--- src/rtl/mem_access_seq.sv ---
// mem_access_seq: splits core word/byte loads and stores into byte-wide dram cycles.
// Word loads use the dram's 12/20-bit partial read ports; word stores are four big-endian byte writes.
module mem_access_seq #(
   parameter int AW = 10
) (
   input  logic          clk,
   input  logic          rst_n,
   input  logic          req_valid,
   output logic          req_ready,
   input  logic [1:0]    req_op,
   input  logic [AW-1:0] req_addr,
   input  logic [31:0]   req_wdata,
   output logic          rsp_valid,
   output logic [31:0]   rsp_rdata,
   output logic          rsp_err,
   output logic [AW-1:0] mem_addr,
   output logic [1:0]    mem_sel,
   output logic          mem_we,
   output logic [7:0]    mem_wdata,
   input  logic [11:0]   mem_lo12,
   input  logic [19:0]   mem_up20,
   input  logic [7:0]    mem_byte
);
   typedef enum logic [2:0] {IDLE, RD_LO, RD_HI, RD_WAIT, RD_B, RD_BWAIT, WR, RESP} state_t;
   state_t state, state_nx;
   logic [AW-1:0] addr;
   logic          byte_op;
   logic [31:0]   wdata;
   logic [1:0]    cnt;
   logic [11:0]   lo;
   logic          accept, bad;
   assign accept = req_valid && state == IDLE;
   // word ops whose last byte would fall off the end of the dram are rejected
   assign bad = !req_op[0] && req_addr > AW'('h3FC);
   always_comb begin
      state_nx  = state;
      req_ready = 1'b0;
      rsp_valid = 1'b0;
      mem_sel   = 2'b11;
      mem_we    = 1'b0;
      mem_addr  = addr;
      mem_wdata = wdata[7:0];
      case (state)
         IDLE: begin
            req_ready = 1'b1;
            if (req_valid)
               state_nx = bad ? RESP : req_op == 2'b00 ? RD_LO : req_op == 2'b01 ? RD_B : WR;
         end
         RD_LO: begin
            mem_sel  = 2'b00;
            state_nx = RD_HI;
         end
         RD_HI: begin
            mem_sel  = 2'b01;
            state_nx = RD_WAIT;
         end
         RD_WAIT:  state_nx = RESP;
         RD_B: begin
            mem_sel  = 2'b10;
            state_nx = RD_BWAIT;
         end
         RD_BWAIT: state_nx = RESP;
         WR: begin
            mem_we    = 1'b1;
            mem_addr  = addr + AW'(cnt);
            mem_wdata = byte_op ? wdata[7:0] : 8'(wdata >> {~cnt, 3'b000});
            if (byte_op || cnt == 2'd3)
               state_nx = RESP;
         end
         RESP: begin
            rsp_valid = 1'b1;
            state_nx  = IDLE;
         end
         default: state_nx = IDLE;
      endcase
   end
   always_ff @(posedge clk or negedge rst_n) begin
      if (!rst_n) begin
         state     <= IDLE;
         addr      <= '0;
         byte_op   <= 1'b0;
         wdata     <= '0;
         cnt       <= '0;
         lo        <= '0;
         rsp_rdata <= '0;
         rsp_err   <= 1'b0;
      end else begin
         state <= state_nx;
         if (accept) begin
            addr      <= req_addr;
            byte_op   <= req_op[0];
            wdata     <= req_wdata;
            rsp_rdata <= '0;
            rsp_err   <= bad;
         end
         cnt <= state == WR ? cnt + 2'd1 : 2'd0;
         if (state == RD_HI)
            lo <= mem_lo12;
         if (state == RD_WAIT)
            rsp_rdata <= {lo, mem_up20};
         if (state == RD_BWAIT)
            rsp_rdata <= {{24{mem_byte[7]}}, mem_byte};
      end
   end
endmodule

--- config.mk ---
export PLATFORM = sky130hd
export DESIGN_NAME = mem_access_seq
export DESIGN_NICKNAME = d
export VERILOG_FILES = /design/src/rtl/mem_access_seq.sv
export SDC_FILE = /design/constraint.sdc
export NUM_CORES = 1
export LEC_CHECK = 0
export ABC_AREA = 0
export BUFFER_PORTS_ARGS = -buffer_cell sky130_fd_sc_hd__buf_2
export CAP_MARGIN = 30
export CORE_ASPECT_RATIO = 0.9
export CORE_MARGIN = 5
export CORE_UTILIZATION = 40
export DETAILED_ROUTE_END_ITERATION = 6
export PLACE_DENSITY = 0.66
export SETUP_SLACK_MARGIN = 0.15
export SKIP_LAST_GASP = 1
export SYNTH_ARGS = -nofsm -noshare
export SYNTH_HDL_FRONTEND = slang
export SYNTH_SLANG_ARGS = --single-unit
--- constraint.sdc ---
create_clock -name clk -period 4.5 [get_ports clk]
set_clock_uncertainty 0.15 [all_clocks]
set_input_delay 0 -clock clk [delete_from_list [all_inputs] [get_ports clk]]
set_output_delay 0 -clock clk [all_outputs]
set_load 0.02 [all_outputs]
## Word level (Yosys, flattened, before mapping)

Cells that the tools add are included.
Widths: inputs -> output; s select.

| storage, ports and cells | value |
|---|---|
| output and inout port bits | 56 |
| register bits after elaboration | 93 |
| word-level logic and storage cells | 50 |
| input port bits | 87 |

| operators by class | value |
|---|---|
| $lt $le $gt $ge | 1 |
| reductions and logical operators | 9 |
| add/subtract/negate cells | 2 |
| bitwise operators | 1 |
| shift-type cells | 1 |
| equality and inequality tests | 11 |
| muxes and demuxes | 17 |

Operator list:

| kind | count |
|---|---|
| $mux 32 | 3 |
| $shr 32x5->8 | 1 |
| $pmux 3 s7 | 1 |
| $mux 8 | 2 |
| $eq 3x3->1 const B | 4 |
| $mux 3 | 4 |
| $add 10x2->10 | 1 |
| $gt 10x10->1 const B | 1 |
| $mux 10 | 1 |
| $eq 3x2->1 const B | 2 |
| $pmux 2 s3 | 1 |
| $mux 2 | 2 |
| $ne 2x2->1 const B | 2 |
| $eq 3x1->1 const B | 1 |
| $logic_not 3->1 | 1 |
| $mux 1 | 3 |
| $reduce_bool 3->1 | 1 |
| $add 2x1->2 const B | 1 |
| $eq 2x1->1 const B | 1 |
| $eq 2x2->1 const B | 1 |
| $logic_and 1x1->1 | 2 |
| $logic_not 2->1 | 1 |
| $not 2->2 | 1 |
| $reduce_and 2->1 | 1 |
| other kinds (3) | 3 |

## Logic depth before layout (Yosys ltp)

| depth | value |
|---|---|
| word-level depth | 6 |
| depth in mapped cells | 6 |
| mapped depth without buffers | 5 |

## Worst setup path after synthesis

Ideal clock, no wire load.

| path | value |
|---|---|
| path type | register -> register |
| from | reg state[2] |
| to | reg addr[0] |
| data arrival time | 1911 ps |
| cell stages (with the launch flop) | 7 |
| required time | 4225 ps |
| path slack | 2314 ps |
| setup time | 125 ps |
| cell sequence | dfrtp_1 buf_2 nor3_1 and2_1 buf_4 buf_6 mux2_2 |

| on the way | value |
|---|---|
| longest elaborated chain between the ends | 2 |

Ends and longest elaborated chain:

| item | line | text |
|---|---|---|
| start: declaration | 25 | `state_t state, state_nx;` |
| start signal: assignment | 88 | `state <= state_nx;` |
| $logic_not 3->1 | 32 | `assign accept = req_valid && state == IDLE;` |
| $logic_and 1x1->1 | 32 |  |
| end signal: assignment | 90 | `addr <= req_addr;` |
| end: declaration | 26 | `logic [AW-1:0] addr;` |

Every way passes these cells.
A chain may end at the register's enable or synchronous reset.

## Worst setup path in the final report

| path | value |
|---|---|
| from | reg state[0] |
| to | out mem_wdata[3] |

| on the way | value |
|---|---|
| longest elaborated chain between the ends | 2 |

Ends and longest elaborated chain:

| item | line | text |
|---|---|---|
| $eq 3x3->1 | 43 | `case (state)` |
| $mux 8 | 43 |  |
| end: declaration | 19 | `output logic [7:0] mem_wdata,` |

Every way passes these cells.

==> impl_metrics.tcl <==
set metrics [dict create \
    synthTopCellsByArea "dfrtp_1 54%, mux2_2 14%, a221o_1 5.8%, a22o_1 2.9%, mux2i_1 2.1%" \
    die_h_um 108 \
    period_needed_ps 3010 \
    leakagePower_uw 0.00291 \
    wl_per_cell_um 17.4 \
    cp_data_arrival_time_ps 2860 \
    die_area_um2 12900 \
    synth_ff_type "dfrtp_1" \
    drt_wl_total_um 11800 \
    worst_hold_path_type "primary input to asynchronous set/reset pin" \
    worst-setup-path-type "register to output pin" \
    synth.top_cell.area_share_pct 54.2 \
    viasPerCell 5.27 \
    synth_area_per_cell_um2 13.2 \
    grt_max_degree 49 \
    synth-async-reset-ratio_pct 100 \
    tritoncts "yes" \
    clock_sink_count 93 \
    cts_inserted_buffers 9 \
    maxSlewHeadroom_pct 32.3 \
    gr-total-overflow 0 \
    ys_seq_area_share_pct 54.2 \
    core-area_um2 10400 \
    grt_usage_pct 18.7 \
    yosysUniqueCellTypes 44 \
    cts-root-buf "clkbuf_16" \
    utilization_pct 59.9 \
    fmax_mhz 333 \
    diodes 0 \
    cts_setup_buffers 0 \
    drtPass1Iterations 4 \
    rsz0062_at_grt "no" \
    num_rows 35 \
    initial_utilization_pct 41.4 \
    ys_ff_latch 93 \
    end_kind "output pin" \
    grt_antenna_before_repair 0 \
    detail-route-antenna-nets 0 \
    slew_violations 0 \
    initialDrtViolationCount 200 \
    synth.net_count 417 \
    r2r_cells 4 \
    syn-cell-area_um2 4290 \
    synth_top_area_cell "dfrtp_1" \
    startpoint "state[0]" \
    syn_inst 326 \
    io_pins 143 \
    nFillCells 853 \
    clk_pin_slew_ps 70 \
    crit_required_ps 4350 \
    syn_to_final_growth_pct 44.9 \
    grt_pass1_vias 3823 \
    regArea_um2 2330 \
    clk_path_buf_depth 2 \
    grt_pass1_wl_um 19400 \
    pwr_density_cell_nw_per_um2 676 \
    final_layout_size_suffix_gt1_share_pct 40.7 \
    h-tree-depth 3 \
    ir_drop_mv 0.337 \
    hold_viol 0 \
    gp_congestion 0.751 \
    die_w_um 119 \
    hpwl_um 7560 \
    worstMarginPinSlew_ps 1010 \
    maxCapViolCount 0 \
    synth_edf_count 0 \
    vias 3566 \
    fin_crit_sh_pct 66.8 \
    io_buffers 142 \
    fin_nets 634 \
    drc 0 \
    fin_tns_setup_ps 0 \
    clock_latency_ps 330 \
    multi_input_area_um2 1770 \
    finalSetupViolations 0 \
    critPathMaxFanout 25 \
    r2r_start "state[0]" \
    worst-r2r-setup-slack_ps 2090 \
    status "finished, final reports clean" \
    rr_endpoint "wdata[19]" \
    yosysWarningCount 0 \
    startpoint_type "register" \
]
==> worst max-delay path: stages (launching register included) <==
cell	delay [ps]
dfrtp_1	690
nand3b_1	470
nor3_1	860
a221oi_1	260
buf_2	240
==> cells by family after synthesis <==
family	count (synthesis)	share of synthesized area (%)
adder cells (fa/ha/maj)	4	1.34
AND/OR/NAND/NOR	54	7.08
flip-flops	93	54.2
buffers and inverters	34	4.75
XOR/XNOR	10	2.04
multiplexers	64	16.5
AO/OA/AOI/OAI	67	14.0
==> worst max path at each step <==
stage                    to  slack [ps]  depth (start not counted)
3_5_place_dp      wdata[19]        1750                          3
6_report       mem_wdata[3]        1490                          4
5_1_grt        mem_wdata[3]        1270                          4
3_3_place_gp      wdata[25]        1880                          3
2_1_floorplan       addr[0]        2310                          6
4_1_cts        mem_wdata[3]        1480                          4
==> sequential cells by signal, summed over array words and instances (netlist names) <==
name / cells
rsp_rdata: 32
wdata: 32
lo: 12
addr: 10
state: 3
cnt: 2
byte_op: 1
rsp_err: 1
==> where the power goes <==
part | switching, uW | total [uW] | internal [uW] | leakage, uW
Combinational | 979 | 1900 | 918 | 0.00163
Sequential | 334 | 1570 | 1230 | 0.00115
Clock | 348 | 737 | 389 | 0.000138
Total | 1660 | 4200 | 2540 | 0.00291
==> placed cells by master, fill, tap and decap left out, types with 7 or more instances in the layout <==
cell type / netlist / final
xor2_1: 10 / 10
mux2_2: 55 / 55
buf_2: 4 / 141
dfrtp_1: 93 / 93
o32ai_1: 8 / 8
a221o_1: 25 / 25
mux2i_1: 9 / 9
a22o_1: 14 / 14
a221oi_1: 9 / 9
dlygate4sd3_1: 0 / 87
inv_1: 7 / 7
clkbuf_16: 0 / 9
nor2_1: 16 / 16
==> cell type report <==
class	count	share of cell area, %
clock buffer	9	3.62
clock inverter	7	1.15
inverter	7	0.423
multi-input combinational	199	28.5
sequential	93	37.4
tap	129	2.60
timing repair buffer	233	26.3
==> Yosys cell counts (all sizes together) (2+ instances only) <==
cell	instances
ha	3
nor3b	2
a221oi	9
o32ai	8
mux2	55
nor2b	2
nand2	5
mux2i	9
or3b	2
buf	19
o21ai	3
inv	7
nand2b	4
nand4	2
a221o	25
nand3	2
nor2	16
a21oi	3
a22o	15
xor2	10
nor3	5
nor4	2
and2	2
nor4b	2
dfrtp	93
clkbuf	8
==> through the flow <==
step / hold slack, ps / total power (uW) / area, um^2 / worst slack, ps / cells
detailed placement: -97.6 / 3350 / 5020 / 1750 / 572
floorplan: -446 / 2870 / 4290 / 2310 / 326
global placement: -109 / 3280 / 5020 / 1880 / 572
finish: 60.0 / 4200 / 6220 / 1490 / 677
global route: 119 / 4490 / 6220 / 1270 / 677
CTS: 86.3 / 4210 / 6180 / 1480 / 675
==> routing by layer <==
metal  share of wire, %  GRT usage (%)  up-vias  routed length [um]
met1                 45           25.0     1781                5300
met5                  0              0        -                   0
met2                 48           31.2      120                5700
li1                   -              -     1663                   -
met3                6.4           4.86        2                 750
met4               0.27           2.98        0                  32
==> what timing repair did <==
item,in CTS,in global routing
hold buffers,87,0
endpoints found under the hold margin,125,0
gates resized for setup,0,0
No activity file was read; power rests on OpenSTA's default activity.
